<file path="src/rtl/imem_fetch_ctrl.sv">
// Instruction fetch sequencer: fetch PC, prefetch FIFO of {pc, instr}, valid/ready to decode.
// Optional out-of-range fetch fault enabled by defining IMEM_BOUNDS_CHECK_EN.

package imem_fetch_ctrl_pkg;

   typedef struct packed {
      logic [31:0] pc;
      logic [31:0] instr;
   } fetch_entry_t;

   typedef enum logic [1:0] {
      ST_IDLE  = 2'd0,
      ST_RUN   = 2'd1,
      ST_FAULT = 2'd2
   } fetch_state_e;

endpackage

module imem_fetch_ctrl
   import imem_fetch_ctrl_pkg::*;
#(
   parameter logic [31:0] RESET_PC   = 32'h0000_0000,
   parameter int unsigned MEM_SIZE   = 58,
   parameter int unsigned FIFO_DEPTH = 2
) (
   input  logic        clk,
   input  logic        rst,
   input  logic        fetch_en,
   output logic [31:0] imem_addr,
   input  logic [31:0] imem_data,
   input  logic        redirect_valid,
   input  logic [31:0] redirect_pc,
   output logic        instr_valid,
   input  logic        instr_ready,
   output logic [31:0] instr,
   output logic [31:0] instr_pc,
   output logic        fetch_fault
);

   localparam int unsigned PTR_W = $clog2(FIFO_DEPTH);
   localparam int unsigned CNT_W = PTR_W + 1;

   fetch_state_e state_q;
   fetch_state_e state_d;

   logic [31:0]      fetch_pc_q;
   fetch_entry_t     fifo_q [FIFO_DEPTH];
   logic [PTR_W-1:0] wr_ptr_q;
   logic [PTR_W-1:0] rd_ptr_q;
   logic [CNT_W-1:0] count_q;

   logic         full;
   logic         push;
   logic         pop;
   logic         flush;
   logic         pc_oob;
   logic         target_ok;
   logic [31:0]  redirect_target;
   fetch_entry_t head;

`ifdef IMEM_BOUNDS_CHECK_EN
   localparam bit BOUNDS_EN = 1'b1;

   logic fault_q;

   // Sticky fault flag mirrors residence in FAULT.
   always_ff @(posedge clk) begin
      if (rst) begin
         fault_q <= 1'b0;
      end else begin
         fault_q <= (state_d == ST_FAULT);
      end
   end

   assign fetch_fault = fault_q;
`else
   localparam bit BOUNDS_EN = 1'b0;

   assign fetch_fault = 1'b0;
`endif

   assign full            = (count_q == CNT_W'(FIFO_DEPTH));
   assign instr_valid     = (count_q != '0);
   assign pop             = instr_valid & instr_ready;
   assign redirect_target = redirect_pc & 32'hFFFF_FFFC;
   assign pc_oob          = BOUNDS_EN && ({2'b00, fetch_pc_q[31:2]} >= 32'(MEM_SIZE));
   assign target_ok       = !BOUNDS_EN || ({2'b00, redirect_pc[31:2]} < 32'(MEM_SIZE));

   always_ff @(posedge clk) begin
      if (rst) begin
         state_q <= ST_IDLE;
      end else begin
         state_q <= state_d;
      end
   end

   // A redirect only changes state when it is the way out of FAULT.
   always_comb begin
      state_d = state_q;
      unique case (state_q)
         ST_IDLE: begin
            if (!redirect_valid && fetch_en) begin
               state_d = ST_RUN;
            end
         end
         ST_RUN: begin
            if (!redirect_valid) begin
               if (pc_oob) begin
                  state_d = ST_FAULT;
               end else if (!fetch_en) begin
                  state_d = ST_IDLE;
               end
            end
         end
         ST_FAULT: begin
            if (redirect_valid && target_ok) begin
               state_d = fetch_en ? ST_RUN : ST_IDLE;
            end
         end
         default: state_d = ST_IDLE;
      endcase
   end

   always_comb begin
      push  = 1'b0;
      flush = redirect_valid;
      if ((state_q == ST_RUN) && !redirect_valid && !pc_oob && (!full || pop)) begin
         push = 1'b1;
      end
   end

   // Fetch PC and FIFO bookkeeping; a redirect discards everything queued.
   always_ff @(posedge clk) begin
      if (rst) begin
         fetch_pc_q <= RESET_PC;
         wr_ptr_q   <= '0;
         rd_ptr_q   <= '0;
         count_q    <= '0;
      end else if (flush) begin
         fetch_pc_q <= redirect_target;
         wr_ptr_q   <= '0;
         rd_ptr_q   <= '0;
         count_q    <= '0;
      end else begin
         if (push) begin
            fetch_pc_q <= fetch_pc_q + 32'd4;
            wr_ptr_q   <= wr_ptr_q + PTR_W'(1);
         end
         if (pop) begin
            rd_ptr_q <= rd_ptr_q + PTR_W'(1);
         end
         unique case ({push, pop})
            2'b10:   count_q <= count_q + CNT_W'(1);
            2'b01:   count_q <= count_q - CNT_W'(1);
            default: count_q <= count_q;
         endcase
      end
   end

   // Payload storage needs no reset; outputs are masked while empty.
   always_ff @(posedge clk) begin
      if (push && !rst) begin
         fifo_q[wr_ptr_q] <= '{pc: fetch_pc_q, instr: imem_data};
      end
   end

   assign head      = fifo_q[rd_ptr_q];
   assign imem_addr = fetch_pc_q;
   assign instr     = instr_valid ? head.instr : 32'h0;
   assign instr_pc  = instr_valid ? head.pc    : 32'h0;

endmodule

</file>
<file path="config.mk">
export PLATFORM = sky130hd
export DESIGN_NAME = imem_fetch_ctrl
export DESIGN_NICKNAME = d
export VERILOG_FILES = /design/src/rtl/imem_fetch_ctrl.sv
export SDC_FILE = /design/constraint.sdc
export NUM_CORES = 1
export LEC_CHECK = 0
export ABC_CLOCK_PERIOD_IN_PS = 6040
export BUFFER_PORTS_ARGS = -buffer_cell sky130_fd_sc_hd__buf_4
export CORE_UTILIZATION = 50
export DETAILED_ROUTE_END_ITERATION = 8
export GPL_TIMING_DRIVEN = 0
export PLACE_DENSITY = 0.75
export SYNTH_ARGS = -nofsm -noshare
export SYNTH_HDL_FRONTEND = slang
export SYNTH_SLANG_ARGS = --single-unit
export TNS_END_PERCENT = 30
</file>
<file path="constraint.sdc">
create_clock -name clk -period 6.04 [get_ports clk]
set_input_delay 0.906 -clock clk [delete_from_list [all_inputs] [get_ports clk]]
set_output_delay 0.906 -clock clk [all_outputs]
set_load 0.05 [all_outputs]
</file>
Yosys cells after proc, flatten, opt, wreduce, memory -nomap -nowiden:

Memories as Yosys holds them, arrays and structs flattened. A register that Yosys moved wholly into a read port is not among the register bits.
Cells that the tools add are included.

* output and inout bits: 98
* flip-flop bits (word level): 38
* bits in writable memories: 128
* memories: 1
* bits of input ports: 69

* equal/unequal tests: 9
* bitwise operators: 1
* multiplexer cells: 16
* reduce and logical (&&, ||, !) cells: 14
* add/sub/neg operators: 5

Memory list
* fifo_q: depth 2, bits a word 64, read ports 1, clocked after Yosys merged registers in 1, wr ports 1, RTL line 47 `fetch_entry_t fifo_q [FIFO_DEPTH];`

Operators by type and width (count)
* $mux 32: 4
* $add 32x3->32 const B: 1
* $mux 2: 4
* $ne 2x2->1 const B: 4
* $eq 2x2->1 const B: 3
* $mux 1: 6
* $pmux 2 s3: 1
* $reduce_bool 2->1: 3
* $eq 2x1->1 const B: 2
* $logic_and 1x1->1: 4
* $pmux 2 s2: 1
* $reduce_and 4->1: 1
* $logic_not 1->1: 3
* $add 1x1->1 const B: 2
* $add 2x1->2 const B: 1
* $logic_not 2->1: 1
* $reduce_or 2->1: 1
* $sub 2x1->2 const B: 1
* $and 1x1->1: 1
* $logic_or 1x1->1: 1

Longest topological paths before layout:

* depth after elaboration: 8
* gate-level depth with buffers: 7

Worst setup path before layout:

No wires, ideal clock.

* kind: input -> register
* start: input port redirect_valid
* end: memory fifo_q[0][0] (netlist name), enable pin
* buffers on the path: 1
* slack: 1415 ps
* data required time: 5557 ps
* arrival: 4143 ps
* cell stages on the path: 4
* setup time: 483 ps
* path through: clkbuf_1 -> nor2_1 -> nand3_1 -> nor2_1

* longest elaborated chain between the ends: 7

Ends and longest elaborated chain
* from (decl): RTL line 31 `input logic redirect_valid,`
* $logic_not 1->1: RTL line 127 `if ((state_q == ST_RUN) && !redirect_valid && !pc_oob && (!full || pop)) begin`
* $logic_and 1x1->1 (2 in series): RTL line 127
* $mux 1: RTL line 127
* $logic_and 1x1->1: RTL line 162 `if (push && !rst) begin`
* $mux 1: RTL line 162
* $mux 1 (implied by the code): RTL line 163 `fifo_q[wr_ptr_q] <= '{pc: fetch_pc_q, instr: imem_data};`
* to (decl): RTL line 47

Every way passes these cells.

Worst setup path after layout:

* start: register count_q[1]
* end: output port instr_pc[21]

* longest elaborated chain between the ends: 2

Ends and longest elaborated chain
* from (decl): RTL line 50 `logic [CNT_W-1:0] count_q;`
* from (signal assigned): RTL line 153 `2'b10: count_q <= count_q + CNT_W'(1);`
* from (signal assigned): RTL line 154 `2'b01: count_q <= count_q - CNT_W'(1);`
* from (signal assigned): RTL line 155 `default: count_q <= count_q;`
* $reduce_bool 2->1: RTL line 83 `assign instr_valid = (count_q != '0);`
* $mux 32: RTL line 170 `assign instr_pc = instr_valid ? head.pc : 32'h0;`
* to (decl): RTL line 36 `output logic [31:0] instr_pc,`

Every way passes these cells.

==> metrics.log <==
INFO  metric clock_latency_late_sink = 420 ps
INFO  metric grt_first_pass_wirelength = 24190 µm
INFO  metric timing.final.hold_violations = 0
INFO  metric initial_utilization = 0.5129
INFO  metric timing_worst_slew_pin_value = approximately 1200 ps
INFO  metric fill_cells = about 1000
INFO  metric comb_power_share = 0.089
INFO  metric yosys_warnings = 0
INFO  metric place_hpwl = roughly 11000 µm
INFO  metric placement_row_count = 42
INFO  metric yosys_register_bits = 160
INFO  metric p_sw_frac = 0.2269
INFO  metric final_setup_violations = 0
INFO  metric portbufs = about 160
INFO  metric number_of_instances_in_the_synthesized_netlist = 520
INFO  metric rrSetupSlack = between 3000 and 4000 ps
INFO  metric seqPwrFrac = 0.484
INFO  metric design.core.area = ~13000 µm²
INFO  metric worstPathMaxFanout = 10
INFO  metric nets = between 700 and 800
INFO  metric unrepaired_setup_endpoints_after_global_routing = no
INFO  metric critical-path-max-stage-delay = 900 ps
INFO  metric tritoncts.num_buffers = 17
INFO  metric power.internal = ~2.0 mW
INFO  metric power_leakage = approximately 3.2 nW
INFO  metric post_cts_hold_buffer_count = 0
INFO  metric pin_count = ~170
INFO  metric die-area = about 14000 µm²
INFO  metric yosysSeqAreaShare = 0.6517
INFO  metric power_density = between 200 and 300 nW/µm²
INFO  metric synth_top_cells_by_area = sky130_fd_sc_hd__edfxtp_1, sky130_fd_sc_hd__dfxtp_1, sky130_fd_sc_hd__mux2i_1
INFO  metric postRouteWirelength = about 15000 µm
INFO  metric detail_route.wl_per_cell = 17.12 µm
INFO  metric vias = roughly 4.7k
INFO  metric antenna-diode-count = 0
INFO  metric clock_skew = around 4.5 ps
INFO  metric avgViaCountPerCell = 5.283
INFO  metric endpoint_kind = output port
INFO  metric crit_path_top_delay_cell = sky130_fd_sc_hd__nor2_1
INFO  metric irDropWorstVdd = ~0.00015 V
INFO  metric drt_iter0_drc = around 300
INFO  metric startpoint_to_endpoint_class_of_the_critical_path = reg -> out
INFO  metric min_path_type = reg -> reg
INFO  metric gp_routability_congestion = approximately 0.86
INFO  metric final_layout_size_suffix_gt1_frac = 0.3194
INFO  metric post_cts_clock_slew_at_the_launch_and_capture_registers_of_the_worst_setup_and_hold_paths = 60 ps
INFO  metric post_cts.resized_instances = 0
INFO  metric fin_util = 0.6729
INFO  metric maxClockFrequency = about 0.30 GHz
INFO  metric post_synth_instance_area = 6819 µm²
INFO  metric part_of_the_total_power_dissipated_in_the_clock_network = 0.428
INFO  metric whs = between 500 and 600 ps
INFO  metric run_status = completed
INFO  metric syn-mean-instance-area = approximately 13 µm²
INFO  metric drtAntennaViolNets = 0
INFO  metric number_of_antenna_violations_at_the_first_check_in_global_routing = 0
INFO  metric cp.required = about 5000 ps
INFO  metric drcViolationCount = 0
INFO  metric drt-pass1-iter-count = 5
INFO  metric final_min_period_over_clock_period = 0.5575
INFO  metric maxCapViolCount = 0
INFO  metric slew_violations = 0
INFO  metric p_sw = between 0.5 and 0.6 mW
INFO  metric most_frequent_cell_on_critical_path = sky130_fd_sc_hd__nor2_1
INFO  metric arrival = 2460 ps
INFO  metric ctsRootBufferMaster = sky130_fd_sc_hd__clkbuf_16
INFO  metric number_of_distinct_library_cell_variants_in_the_gate_level_netlist_after_synthesis = 46
INFO  metric cts_post_setup_buffers_inserted = 0
INFO  metric maxSlewHeadroom = 0.2274
INFO  metric synth_edf_count = around 120
INFO  metric ctsLongestPathBuffers = 2
INFO  metric dieHeight = 118.8 µm
INFO  metric track_usage = 0.2256
INFO  metric h-tree-depth = 4
INFO  metric tritoncts_clock_tree = done
INFO  metric die_width = around 120 µm
INFO  metric grt_start_max_net_pins = 25
INFO  metric worst_setup_path_start_kind = flop
INFO  metric area.growth.synth_to_final = 31.19%
INFO  metric tritoncts_num_sinks = 160
INFO  metric timing.critical_path.cells = nor2_1, clkbuf_1, nor2_1, buf_4
INFO  metric async_reset_ff_frac = 0
INFO  metric yosys.area.top_type_share = 0.5461
INFO  metric grt_overflow = 0
INFO  metric grt_pass1_vias = approximately 4.6k
INFO  metric synth_ff_type = sky130_fd_sc_hd__edfxtp_1
INFO  metric leading_area_contributor_after_synthesis = sky130_fd_sc_hd__edfxtp_1
INFO  metric period_minus_slack = approximately 3400 ps
[worst max-delay path, delay by kind of cell, from the launching register on]
kind | cells | cell delay [ps]
AND/OR/NAND/NOR | 2 | 1020
buffers and inverters | 2 | 670
flip-flops | 1 | 350
[registers in the layout, indices dropped and copies added (netlist names), named ones only]
name	count
state_q	1
fifo_q	124
wr_ptr_q	1
count_q	2
rd_ptr_q	1
imem_addr	30
[final timing paths]
kind,from,endpoint,cells after the start
worst max-delay path,count_q[1],instr_pc[21],4
worst min-delay path,imem_addr[31],fifo_q[0][63],0
worst max register to register,state_q[0],fifo_q[0][34],6
worst min register to register,imem_addr[31],fifo_q[0][63],0
[metal layers]
metal | GRT usage | part of all wire | vias to the layer above
li1 | - | - | 2248
met1 | 0.3069 | 0.45 | 2242
met2 | 0.3512 | 0.48 | 201
met3 | 0.04875 | 0.059 | 27
met4 | 0.09335 | 0.019 | 0
met5 | 0 | 0 | -
[power groups by stage]
stage | sequential [mW] | clock (mW) | combinational, mW
after floorplan | 1.30 | 0 | 0.0932
after global routing | 1.24 | 1.16 | 0.239
after detailed placement | 1.26 | 0 | 0.227
after global placement | 1.26 | 0 | 0.220
after CTS | 1.24 | 1.11 | 0.227
final | 1.24 | 1.10 | 0.227
[cells in the final DEF, fill, tap and decap left out, types with 3 or more instances in the layout]
cell                        count
sky130_fd_sc_hd__clkbuf_1      22
sky130_fd_sc_hd__clkinv_1       3
sky130_fd_sc_hd__bufinv_16      4
sky130_fd_sc_hd__dfxtp_1       36
sky130_fd_sc_hd__nand3_1       11
sky130_fd_sc_hd__buf_2          6
sky130_fd_sc_hd__edfxtp_1     124
sky130_fd_sc_hd__nor3_2         9
sky130_fd_sc_hd__or3_1          3
sky130_fd_sc_hd__mux2i_1       65
sky130_fd_sc_hd__conb_1         5
sky130_fd_sc_hd__a21oi_1       10
sky130_fd_sc_hd__xnor2_1       25
sky130_fd_sc_hd__and3_1         3
sky130_fd_sc_hd__a311oi_1       4
sky130_fd_sc_hd__a211oi_1      10
sky130_fd_sc_hd__o22ai_1        5
sky130_fd_sc_hd__nor3_1         6
sky130_fd_sc_hd__nand2_1       26
sky130_fd_sc_hd__buf_4        164
sky130_fd_sc_hd__nand4_1        6
sky130_fd_sc_hd__a31oi_1        4
sky130_fd_sc_hd__and2_1         7
sky130_fd_sc_hd__clkbuf_16     17
sky130_fd_sc_hd__inv_1          9
sky130_fd_sc_hd__nor2_1        86
sky130_fd_sc_hd__nor4_2         5
[stage by stage]
| step | area, µm² | total power, mW | setup slack, ps | TNS, ps | cells |
|---|---|---|---|---|---|
| after floorplan | 6834 | 1.391 | 1415 | 0 | 524 |
| after global placement | 8233 | 1.480 | -211.3 | -25370 | 857 |
| after detailed placement | 8343 | 1.487 | 2874 | 0 | 861 |
| after CTS | 8946 | 2.571 | 2651 | 0 | 893 |
| after global routing | 8946 | 2.637 | 2538 | 0 | 893 |
| final | 8946 | 2.560 | 2673 | 0 | 893 |
[synthesized netlist by cell type, types with 2 or more instances]
master,number
sky130_fd_sc_hd__a31oi_1,4
sky130_fd_sc_hd__o21bai_1,2
sky130_fd_sc_hd__o21ai_0,2
sky130_fd_sc_hd__and4_4,2
sky130_fd_sc_hd__or3_1,3
sky130_fd_sc_hd__a311oi_1,4
sky130_fd_sc_hd__nor4_2,5
sky130_fd_sc_hd__nor3_2,9
sky130_fd_sc_hd__o22ai_1,5
sky130_fd_sc_hd__a211oi_1,10
sky130_fd_sc_hd__buf_6,2
sky130_fd_sc_hd__a21oi_1,10
sky130_fd_sc_hd__buf_2,6
sky130_fd_sc_hd__edfxtp_1,124
sky130_fd_sc_hd__and4_1,2
sky130_fd_sc_hd__o21ai_1,2
sky130_fd_sc_hd__nand2_1,26
sky130_fd_sc_hd__clkbuf_1,19
sky130_fd_sc_hd__nor2_1,88
sky130_fd_sc_hd__inv_1,9
sky130_fd_sc_hd__dfxtp_1,36
sky130_fd_sc_hd__xnor2_1,25
sky130_fd_sc_hd__nor3_1,6
sky130_fd_sc_hd__buf_4,7
sky130_fd_sc_hd__and3_1,3
sky130_fd_sc_hd__nand4_4,2
sky130_fd_sc_hd__nand4_1,6
sky130_fd_sc_hd__nor2b_1,2
sky130_fd_sc_hd__and2_1,7
sky130_fd_sc_hd__nand3_1,11
sky130_fd_sc_hd__mux2i_1,65
sky130_fd_sc_hd__a211oi_2,2
[kinds of logic after synthesis]
| group | after synthesis | synth area share |
|---|---|---|
| other | 1 | 0.0005499 |
| buffers and inverters | 44 | 0.03138 |
| multiplexers | 65 | 0.09541 |
| AO/OA/AOI/OAI | 45 | 0.04605 |
| adder cells (fa/ha/maj) | 1 | 0.001835 |
| flip-flops | 160 | 0.6517 |
| XOR/XNOR | 26 | 0.03339 |
| AND/OR/NAND/NOR | 178 | 0.1396 |
[final cells by class]
| type | instances | area, µm² | share of cell area |
|---|---|---|---|
| multi-input cells | 320 | 2191 | 0.2449 |
| well taps | 176 | 220.2 | 0.02462 |
| plain buffers | 35 | 180.2 | 0.02014 |
| inverters | 9 | 33.78 | 0.003776 |
| clock buffers | 20 | 436.7 | 0.04881 |
| flip-flops and latches | 160 | 4444 | 0.4968 |
| clock inverters | 12 | 166.4 | 0.01860 |
| repair buffers | 161 | 1274 | 0.1424 |
Note: power is estimated with default switching activity, not from simulation.
